`config.mk`:
```
export PLATFORM = sky130hd
export DESIGN_NAME = any1_decode_queue
export DESIGN_NICKNAME = d
export VERILOG_FILES = /design/src/rtl/any1_pkg.sv /design/src/rtl/any1_decq_stream_filter.sv /design/src/rtl/any1_decode_queue.sv
export SDC_FILE = /design/constraint.sdc
export NUM_CORES = 1
export LEC_CHECK = 0
export CAP_MARGIN = 20
export CELL_PAD_IN_SITES_DETAIL_PLACEMENT = 1
export CELL_PAD_IN_SITES_GLOBAL_PLACEMENT = 1
export CORE_MARGIN = 3
export CORE_UTILIZATION = 51
export DETAILED_ROUTE_END_ITERATION = 10
export PLACE_DENSITY_LB_ADDON = 0.1
export SETUP_SLACK_MARGIN = 0.15
export SLEW_MARGIN = 5
export SYNTH_ARGS = -nofsm -noshare
export SYNTH_HDL_FRONTEND = slang
export SYNTH_SLANG_ARGS = --single-unit
```
`constraint.sdc`:
```
create_clock -name clk_i -period 8.9 [get_ports clk_i]
set_clock_uncertainty 0.2 [all_clocks]
set_input_delay 1.78 -clock clk_i [delete_from_list [all_inputs] [get_ports clk_i]]
set_output_delay 1.78 -clock clk_i [all_outputs]
set_load 0.01 [all_outputs]
```
`src/rtl/any1_pkg.sv`:
```
// Shared any1 types: the sDecode record, stream number and decode-queue sizing.
package any1_pkg;

    localparam int DECQ_DEPTH_DEF = 8;

    typedef logic [$clog2(DECQ_DEPTH_DEF)-1:0] tDecqPtr;

    typedef logic [3:0] tStream;

    typedef struct packed {
        logic [31:0] ip;
        logic [31:0] ir;
        tStream      Stream;
        logic        Stream_inc;
        logic        ui;
        logic [5:0]  Rt;
        logic        rfwr;
    } sDecode;

endpackage

```
`src/rtl/any1_decq_stream_filter.sv`:
```
// Tracks the currently valid instruction stream and qualifies decode pushes against it.
module any1_decq_stream_filter
    import any1_pkg::*;
(
    input  logic   clk_i,
    input  logic   rst_ni,
    input  logic   push_i,
    input  logic   flush_i,
    input  tStream flush_stream_i,
    input  tStream stream_i,
    input  logic   stream_inc_i,
    input  logic   push_acc_i,
    output logic   push_ok_o
);

    tStream last_stream_q;
    tStream last_stream_d;

    always_comb begin
        push_ok_o     = push_i && (flush_i ? (stream_i == flush_stream_i)
                                           : (stream_i == last_stream_q));
        last_stream_d = last_stream_q;
        if (flush_i)
            last_stream_d = flush_stream_i;
        // A JAL/BAL opens the next stream for the record that follows it.
        if (push_acc_i && stream_inc_i)
            last_stream_d = last_stream_d + tStream'(1);
    end

    always_ff @(posedge clk_i) begin
        if (!rst_ni)
            last_stream_q <= '0;
        else
            last_stream_q <= last_stream_d;
    end

endmodule

```
`src/rtl/any1_decode_queue.sv`:
```
// Elastic decode-to-issue queue with flush stream filtering.
// Optional same-cycle bypass of an empty queue: define ANY1_DECQ_BYPASS_EN.
module any1_decode_queue
    import any1_pkg::*;
#(
    parameter int DEPTH        = DECQ_DEPTH_DEF,
    parameter int AFULL_MARGIN = 2
) (
    input  logic                       clk_i,
    input  logic                       rst_ni,
    input  logic                       push_i,
    input  sDecode                     dec_i,
    output logic                       full_o,
    output logic                       almost_full_o,
    input  logic                       pop_i,
    output logic                       valid_o,
    output sDecode                     head_o,
    input  logic                       flush_i,
    input  tStream                     flush_stream_i,
    output logic [$clog2(DEPTH+1)-1:0] count_o,
    output logic                       ovf_o
);

    localparam int            PW       = (DEPTH > 1) ? $clog2(DEPTH) : 1;
    localparam int            CW       = $clog2(DEPTH + 1);
    localparam logic [CW-1:0] DEPTH_C  = CW'(DEPTH);
    localparam logic [CW-1:0] MARGIN_C = CW'(AFULL_MARGIN);

    // Handshake: push_i is a valid with full_o as its back-pressure; valid_o/pop_i
    // transfer the head record on any edge where both are high and no flush is active.

    sDecode          mem_q [DEPTH];
    sDecode          mem_d [DEPTH];
    sDecode          head_q, head_d;
    logic [PW-1:0]   rd_q, rd_d, wr_q, wr_d;
    logic [CW-1:0]   count_q, count_d;
    logic            ovf_q, ovf_d;
    logic            push_ok, push_acc, pop_acc, byp_pop, wr_en;

    any1_decq_stream_filter u_filter (
        .clk_i          (clk_i),
        .rst_ni         (rst_ni),
        .push_i         (push_i),
        .flush_i        (flush_i),
        .flush_stream_i (flush_stream_i),
        .stream_i       (dec_i.Stream),
        .stream_inc_i   (dec_i.Stream_inc),
        .push_acc_i     (push_acc),
        .push_ok_o      (push_ok)
    );

    always_comb begin
        pop_acc  = pop_i && (count_q != '0) && !flush_i;
        byp_pop  = 1'b0;
`ifdef ANY1_DECQ_BYPASS_EN
        byp_pop  = pop_i && !flush_i && (count_q == '0) && push_ok;
`endif
        // A flush empties the queue, so its qualified push always fits.
        push_acc = push_ok && ((count_q != DEPTH_C) || pop_acc || flush_i);
        wr_en    = push_acc && !byp_pop;

        rd_d     = rd_q;
        wr_d     = wr_q;
        count_d  = count_q;
        ovf_d    = ovf_q || (push_ok && !push_acc);

        if (flush_i) begin
            rd_d    = wr_q;
            wr_d    = wr_en ? wr_q + PW'(1) : wr_q;
            count_d = wr_en ? CW'(1) : '0;
        end else begin
            if (pop_acc)
                rd_d = rd_q + PW'(1);
            if (wr_en)
                wr_d = wr_q + PW'(1);
            case ({wr_en, pop_acc})
                2'b10:   count_d = count_q + CW'(1);
                2'b01:   count_d = count_q - CW'(1);
                default: count_d = count_q;
            endcase
        end

        for (int i = 0; i < DEPTH; i++)
            mem_d[i] = mem_q[i];
        if (wr_en)
            mem_d[wr_q] = dec_i;

        head_d = '0;
        if (count_d != '0)
            head_d = mem_d[rd_d];
    end

    always_ff @(posedge clk_i) begin
        if (!rst_ni) begin
            rd_q    <= '0;
            wr_q    <= '0;
            count_q <= '0;
            ovf_q   <= 1'b0;
            head_q  <= '0;
        end else begin
            rd_q    <= rd_d;
            wr_q    <= wr_d;
            count_q <= count_d;
            ovf_q   <= ovf_d;
            head_q  <= head_d;
        end
    end

    // Storage needs no reset; only entries behind a valid count are ever read.
    always_ff @(posedge clk_i) begin
        for (int i = 0; i < DEPTH; i++)
            mem_q[i] <= mem_d[i];
    end

    assign full_o        = (count_q == DEPTH_C);
    assign almost_full_o = ((DEPTH_C - count_q) <= MARGIN_C);
    assign count_o       = count_q;
    assign ovf_o         = ovf_q;

`ifdef ANY1_DECQ_BYPASS_EN
    assign valid_o = (count_q != '0) || push_acc;
    assign head_o  = ((count_q == '0) && push_acc) ? dec_i : head_q;
`else
    assign valid_o = (count_q != '0);
    assign head_o  = head_q;
`endif

endmodule

```
=== Word-level counts from Yosys, hierarchy flattened ===
Memories as Yosys holds them, arrays and structs flattened.
Cells that the tools add are included.

* Register bits: 92
* Bits in writable memories: 616
* Input bits: 86
* Logic and storage cells: 61
* Memories kept: 1

{| class="wikitable"
|+ Memories
! name !! words !! width !! rd ports !! clocked after memory_dff !! write ports !! RTL line !! RTL
|-
| mem_q || 8 || 77 || 8 || 0 || 8 || any1_decode_queue.sv:32 || <nowiki>sDecode mem_q [DEPTH];</nowiki>
|}

* $add $sub $neg: 6
* Magnitude comparators: 4
* Equal/unequal tests: 6
* Muxes and demuxes: 15
* Bitwise operators: 2
* Reductions and logical operators: 15

{| class="wikitable"
|+ Operators with widths
! operator !! number
|-
| bitwise mux 616 bit || 1
|-
| 2-to-1 mux 616 bit || 1
|-
| binary-select mux 77 bit (select 3 bit) || 1
|-
| demux 77 bit (select 3 bit) || 1
|-
| 2-to-1 mux 77 bit || 3
|-
| 2-to-1 mux 4 bit || 3
|-
| adder 4 x 1 -> 4 bit, second input constant || 2
|-
| equality test 4 bit || 2
|-
| greater-or-equal comparator 4 bit, second input constant || 2
|-
| NOT 3 -> 4 bit || 2
|-
| one-hot mux 4 bit (2 select lines) || 1
|-
| nonzero test 4 bit || 2
|-
| logical AND 1 bit || 7
|-
| adder 3 x 1 -> 3 bit, second input constant || 2
|-
| 2-to-1 mux 3 bit || 2
|-
| equality test 4 bit, second input constant || 1
|-
| less-or-equal comparator 4 x 2 -> 1 bit, second input constant || 1
|-
| < comparator 4 x 1 -> 1 bit, second input constant || 1
|-
| != test 4 bit, second input constant || 1
|-
| subtractor 4 x 1 -> 4 bit, second input constant || 1
|-
| subtractor 4 bit, first input constant || 1
|-
| logical OR 1 bit || 3
|-
| equality test 2 x 1 -> 1 bit, second input constant || 1
|-
| equality test 2 bit, second input constant || 1
|-
| 3 further kinds || 5
|}

=== Logic depth before layout (Yosys ltp) ===
Gate-level depths: netlist of the first run.

* Word-level depth: 11
* Depth in mapped cells: 21
* Gate-level depth less buffers: 16

=== Modules after synthesis ===
A second synthesis of the first run with hierarchy kept.

* Cells, all modules: 3,202
* Area, all modules: 30,295.3 µm²

{| class="wikitable"
|+ By module, submodules not included
! module !! instances !! cells each !! area each (µm²) !! sequential area each (µm²)
|-
| any1_decode_queue || 1 || 3,171 || 29,966.2 || 14,093.5
|-
| any1_decq_stream_filter || 1 || 31 || 329.1 || 80.1
|}

=== Least setup slack after synthesis of the first run ===
Ideal clock, no wire load.

* Path kind: input port to flip-flop
* Start point: input port flush_i
* End point: register head_q, in the netlist head_o[34]
* Setup time: 61 ps
* Arrival time: 5,263 ps
* Setup slack: 3,376 ps
* Cell stages on the path: 19
* Buffers on the path: 4
* Cells stage by stage: buf_6 > mux2i_1 > xor2_1 > nand4_2 > nor2_1 > inv_1 > ha_1 > clkbuf_1 > xor2_1 > ha_1 > a21oi_1 > xor2_1 > or3_1 > nand4_1 > o221ai_1 > nor2_1 > clkbuf_1 > clkbuf_1 > a32o_1

* Longest elaborated chain between the ends: 10
* Elaborated cells on any way between the ends: 21

{| class="wikitable"
|+ Ends and longest elaborated chain
! what !! RTL line !! RTL
|-
| start: declaration || any1_decode_queue.sv:18 || <nowiki>input logic flush_i,</nowiki>
|-
| zero test 1 bit || any1_decode_queue.sv:53 || <nowiki>pop_acc = pop_i && (count_q != '0) && !flush_i;</nowiki>
|-
| logical AND 1 bit || any1_decode_queue.sv:53 ||
|-
| logical OR 1 bit (2 in a row) || any1_decode_queue.sv:59 || <nowiki>push_acc = push_ok && ((count_q != DEPTH_C) || pop_acc || flush_i);</nowiki>
|-
| logical AND 1 bit || any1_decode_queue.sv:59 ||
|-
| equality test 2 x 1 -> 1 bit or equality test 2 bit (tied branches) || any1_decode_queue.sv:76 || <nowiki>case ({wr_en, pop_acc})</nowiki>
|-
| one-hot mux 4 bit (2 select lines) || any1_decode_queue.sv:76 ||
|-
| 2-to-1 mux 4 bit || any1_decode_queue.sv:67 || <nowiki>if (flush_i) begin</nowiki>
|-
| nonzero test 4 bit || any1_decode_queue.sv:89 || <nowiki>if (count_d != '0)</nowiki>
|-
| AND reduction 2 bit (no source line) || -- ||
|-
| end signal: assignment || any1_decode_queue.sv:99 || <nowiki>head_q <= '0;</nowiki>
|-
| end signal: assignment || any1_decode_queue.sv:105 || <nowiki>head_q <= head_d;</nowiki>
|-
| end: declaration || any1_decode_queue.sv:34 || <nowiki>sDecode head_q, head_d;</nowiki>
|}

Several ways; a longest one is shown, not always the timed one. The select of a mux whose other input is x is not followed.
A chain may end at the register's enable or synchronous reset.

=== Final worst setup path of the first run ===
* Start point: input port flush_i
* End point: register head_q, in the netlist head_o[6]

Same word-level chain as after synthesis.

==> reports/qor.yml, run 1 <==
slew_viol_final: 0
cp_cell_sequence: "clkdlybuf4s50_1 > mux2i_1 > mux2i_1 > nand4_2 > nor2_1 > inv_1 > ha_1 > xor2_1 > ha_1 > a21oi_1 > xor2_1 > or3_1 > nand4_1 > o221ai_1 > nor2_4 > buf_4 > a32o_1"
worst_pin_slew_ns: 1.16
cp.required_ns: 9.24
fmax_mhz: 144
intPower_uw: 5530
p_leak_uw: 0.0167
viasPerCell: 6.47
postRouteAntennaNets: 0
layout.nets: 2782
dr.pass1.iters: 5
crit_path_top_delay_cell: "clkdlybuf4s50_1"
wirelength_um: 87400
hold_viol: 0
synth.area.mux_share_pct: 12.5
grt_first_pass_wirelength_um: 139000
crit_buf_inv: 3
cap_violations: 0
fin_util_pct: 60.0
cts-root-buf: "clkbuf_16"
cts_resized: 0
slowest_delay_ns: 1.05
grtUsageTotal_pct: 28.8
dieHeight_um: 244
syn_inst: 2673
rsz0062_at_grt: "false"
placed_cells: 3359
io_buffer_count: 170
post_drt_wl_per_cell_um: 25.1
finalSetupViolCount: 0
max_slew_margin_pct: 22.9
avgSynthCellArea_sq_um: 10.8
p_comb_share_pct: 10.0
finalCritPeriodShare_pct: 78.0
final_cells: 3490
cts_setup_buffers: 0
synth_fa_ha_area_share_pct: 0.346
holdCritPathClass: "flop to flop"
detailed_place_hpwl_um: 45400
power_frac_clock_pct: 41.8
layout_min_cycle_time_ns: 6.94
cts_sinks: 708
yosys_warnings: 0
async_flop_share_pct: 0
ir_drop_v: 0.000169
power_density_mw_per_mm2: 217
cts_inserted_buffers: 75
regArea_sq_mm: 0.0142
io_pins: 171
rows: 86
cp.arrival_ns: 7.28
clockBufferDepth: 3
crit_type: "input pin to flop"
multiInputGateArea_sq_mm: 0.0138
clk_latency_ns: 0.60
gp_congestion: 0.788
layout_common_cells: "dfxtp_1, a211oi_1, and3_1, a21o_1, mux2_2"
first_global_vias: 24700
cts_tree: "done"
clkTransAtPathRegs_ns: 0.06
floorplan.die_area_sq_mm: 0.0597
holdBufCountCts: 0
p_sw_share_pct: 23.8
path_delay_family: "buffers and inverters"
synth_fp_nets: 2767
synth_compound_area_share_pct: 24.2
synth_xor_area_share_pct: 0.363
p_switching_uw: 1730
final_common_cell: "dfxtp_1"
synth_simple_gate_area_share_pct: 9.80
critPathMaxFanout: 51
status: "completed"
vias: 22600
start_util_pct: 52.1
synth_top_family_by_area: "compound AO/OA/AOI/OAI gates"
seq_area_frac_synth_pct: 48.9
crit_path_end_kind: "flop"
final_layout_size_suffix_gt1_share_pct: 16.8
drt_iter0_markers: 1377
drc: 0
synthFlopType: "dfxtp_1"
core-area_sq_mm: 0.0556
antenna_found_initial: 10
grt_max_degree: 223
synth_area_sq_mm: 0.0290
synth_cell_types: 55
nFillCells: 5673
p_seq_share_pct: 48.2
fin_tns_setup_ns: 0
area_delta_synth_final_pct: 15.2
synth_edf_count: 0
htreeDepth: 3
yosys_register_bits: 708
start_kind: "input pin"
grt_overflow_total: 0
dieWidth_um: 244
layout make-up:
cell class              count  share of cell area (%)
well taps                 748                    2.80
repair buffers            200                    6.03
clock buffers             118                    6.84
flip-flops and latches    708                    42.5
inverters                  15                   0.169
multi-input cells        1688                    41.5
clock inverters             7                   0.202
diodes                      6                  0.0450
logic make-up after synthesis:
logic type	Yosys count
compound gates	890
xor+xnor	12
fa+ha+maj	8
buf+inv	277
flops	708
mux	313
simple gates	465
path summary, 6_finish.rpt:
check,slack [ns],start,cells after the start,endpoint
setup / recovery,1.96,flush_i,17,head_o[6]
hold / removal,0.25,mem_q[0][186],1,mem_q[0][186]
setup reg to reg,3.71,count_o[0],17,head_o[6]
hold reg to reg,0.25,mem_q[0][186],1,mem_q[0][186]
stage by stage:
step / setup slack (ns) / hold WS, ns / power (uW) / area, sq um
after detailed placement: 1.44 / 0.239 / 4280 / 31000
after floorplan: 3.38 / 0.225 / 3990 / 29000
after CTS: 2.03 / 0.252 / 7300 / 33400
final: 1.96 / 0.250 / 7250 / 33400
after global placement: 1.68 / 0.233 / 4240 / 31000
after global routing: 1.57 / 0.261 / 7530 / 33400
state kept, by name (all words and copies together) (netlist names):
signal	cells
mem_q	616
head_o	77
count_o	4
u_filter.last_stream_q	4
rd_q	3
wr_q	3
ovf_o	1
worst register-to-register path, delay by kind of cell, from the launching register on:
family	cells	cell delay, ns
AOI/OAI and AO/OA	3	0.76
xor gates and xnor gates	2	0.31
adders and majority gates	3	0.76
buffers and inverters	3	1.17
DFF	1	0.38
and+or+nand+nor	6	1.57
synth_stat cells, drive strengths merged, types with 4 or more instances:
| library cell | n | area (sq um) |
|---|---|---|
| a21o | 306 | 2300 |
| mux2 | 305 | 3540 |
| o21ai | 10 | 50.1 |
| xor2 | 9 | 78.8 |
| mux2i | 8 | 83.8 |
| buf | 47 | 235 |
| a21oi | 12 | 60.1 |
| nand2b | 4 | 25.0 |
| o22a | 152 | 1330 |
| and3 | 306 | 1910 |
| nor2 | 13 | 48.8 |
| ha | 8 | 100 |
| nor4 | 77 | 482 |
| nand3 | 4 | 20.0 |
| clkbuf | 215 | 807 |
| nand2 | 26 | 97.6 |
| dfxtp | 708 | 14200 |
| and2 | 8 | 50.1 |
| nor2b | 5 | 31.3 |
| inv | 15 | 56.3 |
| a211oi | 309 | 2320 |
| nand4 | 5 | 37.5 |
| a32o | 76 | 761 |
metal layers:
metal  up-vias  track usage, %  share of wire, %
met2       500            50.2                49
met3       159            4.75               4.7
li1      10300               -                 -
met4         8            10.0               2.7
met1     11600            36.0                44
met5         -               0             0.065
power groups by stage:
stage	sequential (uW)	combinational [uW]	clock, uW
detailed placement	3560	717	0
floorplan	3540	457	0
global route	3520	787	3220
finish	3500	725	3030
CTS	3500	726	3080
global placement	3550	689	0
Note: power is estimated with default switching activity, not from simulation.
==> run 2: changes to the inputs <==
Settings changed: CORE_UTILIZATION 51 to 43.
Clock period 8.9 ns to 5.6 ns, I/O delays scaled along.
==> run 2 against run 1 <==
Effect of this change:
- die area rose by 18%
- combinational power rose by 61%
- clock power rose by 74%
- routed wire length rose by 4.0%
- sequential power rose by 59%
- highest routed layer unchanged
==> reports/qor.yml, run 2 (same netlist as run 1, synthesis figures left out) <==
dieHeight_um: 266  # +8.7%
critPathMaxFanout: 21  # -59%
clockBufferDepth: 3  # unchanged
cap_violations: 0  # unchanged
grtUsageTotal_pct: 25.4  # -3.4 points
layout.nets: 2827  # +1.6%
final_layout_size_suffix_gt1_share_pct: 18.8  # +2.0 points
ir_drop_v: 0.000267  # +58%
p_switching_uw: 2860  # +66%
grt_first_pass_wirelength_um: 143000  # +2.7%
first_global_vias: 24400  # -1.6%
clkTransAtPathRegs_ns: 0.06  # about the same
hold_viol: 0  # unchanged
crit_path_end_kind: "flop"
vias: 22600  # -0.053%
viasPerCell: 6.17  # -4.7%
holdCritPathClass: "flop to flop"
intPower_uw: 9140  # +65%
worst_pin_slew_ns: 1.07  # -0.0856 ns
power_frac_clock_pct: 43.9  # +2.1 points
clk_latency_ns: 0.62  # +0.02 ns
fin_util_pct: 51.9  # -8.1 points
cts_sinks: 708  # unchanged
largest_reg_flops: 616  # unchanged
detailed_place_hpwl_um: 50700  # +12%
core-area_sq_mm: 0.0662  # +19%
final_common_cell: "dfxtp_1"
crit_type: "input pin to flop"
holdCritStartpoint: "mem_q[0][207]"
status: "completed"
wirelength_um: 90900  # +4.0%
antenna_found_initial: 3  # -7
cts_inserted_buffers: 77  # +2.7%
fmax_mhz: 194
cts-root-buf: "clkbuf_16"
start_util_pct: 43.7  # -8.3 points
rr_startpoint: "count_o[0]"
drc: 0  # unchanged
layout_min_cycle_time_ns: 5.15
cp.required_ns: 5.95  # -3.29 ns
total_power_uw: 12000  # +65%
dieWidth_um: 266  # +8.7%
post_drt_wl_per_cell_um: 24.8  # -0.85%
p_seq_share_pct: 46.3  # -1.9 points
cts_resized: 0  # unchanged
p_leak_uw: 0.0171  # +3.0%
cts_tree: "done"
p_sw_share_pct: 23.8  # about the same
power_density_mw_per_mm2: 349  # +61%
layout_common_cells: "dfxtp_1, a211oi_1, and3_1, a21o_1, mux2_2"
finalSetupViolCount: 0  # unchanged
finalCritPeriodShare_pct: 91.9
holdBufCountCts: 0  # unchanged
top_register: "mem_q"
io_pins: 171  # unchanged
gp_congestion: 0.783  # -0.63%
rows: 94  # +9.3%
rsz0062_at_grt: "false"
cts_setup_buffers: 0  # unchanged
area_delta_synth_final_pct: 18.7
slew_viol_final: 0  # unchanged
grt_overflow_total: 0  # unchanged
io_buffer_count: 170  # unchanged
postRouteAntennaNets: 0  # unchanged
grt_max_degree: 110  # -51%
floorplan.die_area_sq_mm: 0.0705  # +18%
cp.arrival_ns: 5.50  # -1.78 ns
drt_iter0_markers: 1320  # -4.1%
htreeDepth: 3  # unchanged
dr.pass1.iters: 5  # unchanged
p_comb_share_pct: 9.8  # -0.2 points
crit_start: "flush_i"
max_slew_margin_pct: 28.6  # +5.7 points
start_kind: "input pin"
run 2: cell types whose count changed in the layout (fill, tap and decap cells not counted), sizes merged:
cell    previous run  this run
buf               30        73
bufinv             1         7
clkbuf           118       112
clkinv             5        16
diode              6         3
inv               16        18
run 2: worst paths after layout:
kind | to | slack [ns] | depth (start not counted)
worst min-delay path | mem_q[0][207] | 0.25 | 1
worst max-delay path | head_o[29] | 0.45 | 17
worst max register to register | head_o[29] | 0.76 | 17
worst min register to register | mem_q[0][207] | 0.25 | 1
run 2: layer usage:
layer | global-route usage (%) | vias up | share of wire [%]
met4 | 7.11 | 2 | 2.2
met5 | 0 | - | 0.022
met1 | 33.6 | 11600 | 46
li1 | - | 10400 | -
met2 | 43.6 | 406 | 48
met3 | 3.47 | 132 | 3.4
run 2: final cells by class:
type	instances	area [sq um]
fillers	6939	31800
flip-flops and latches	708	14200
multi-input cells	1688	13800
repair buffers	243	2610
clock buffers	112	2290
well taps	864	1080
clock inverters	26	332
inverters	15	56.3
diodes	3	7.51
run 2: worst max-delay path, cell delays in order:
cell and delay, ns:
clkdlybuf4s50_1 0.64, mux2i_1 0.34, mux2i_1 0.30, nand4_2 0.14, nor2_1 0.14, inv_1 0.09
ha_1 0.29, xor2_1 0.20, ha_1 0.21, a21oi_1 0.14, xor2_1 0.11, or3_1 0.34
nand4_1 0.19, o221ai_1 0.26, nor2_4 0.53, buf_12 0.26, a32o_1 0.19
run 2: per-stage QoR:
stage	area, sq um	TNS [ns]	instances	hold WS [ns]	setup slack [ns]
after global routing	34400	0	3657	0.263	0.173
final	34400	0	3659	0.251	0.452
after global placement	31700	-0.122	3517	0.233	-0.00764
after floorplan	29000	0	2673	0.225	0.736
after detailed placement	31700	-4.58	3517	0.239	-0.0876
after CTS	34300	0	3655	0.253	0.477
run 2: power groups by stage:
| stage | Sequential (uW) | Clock [uW] | Combinational, uW |
|---|---|---|---|
| detailed placement | 5660 | 0 | 1170 |
| CTS | 5560 | 5390 | 1180 |
| global route | 5590 | 5590 | 1280 |
| global placement | 5640 | 0 | 1130 |
| floorplan | 5620 | 0 | 726 |
| finish | 5560 | 5270 | 1170 |
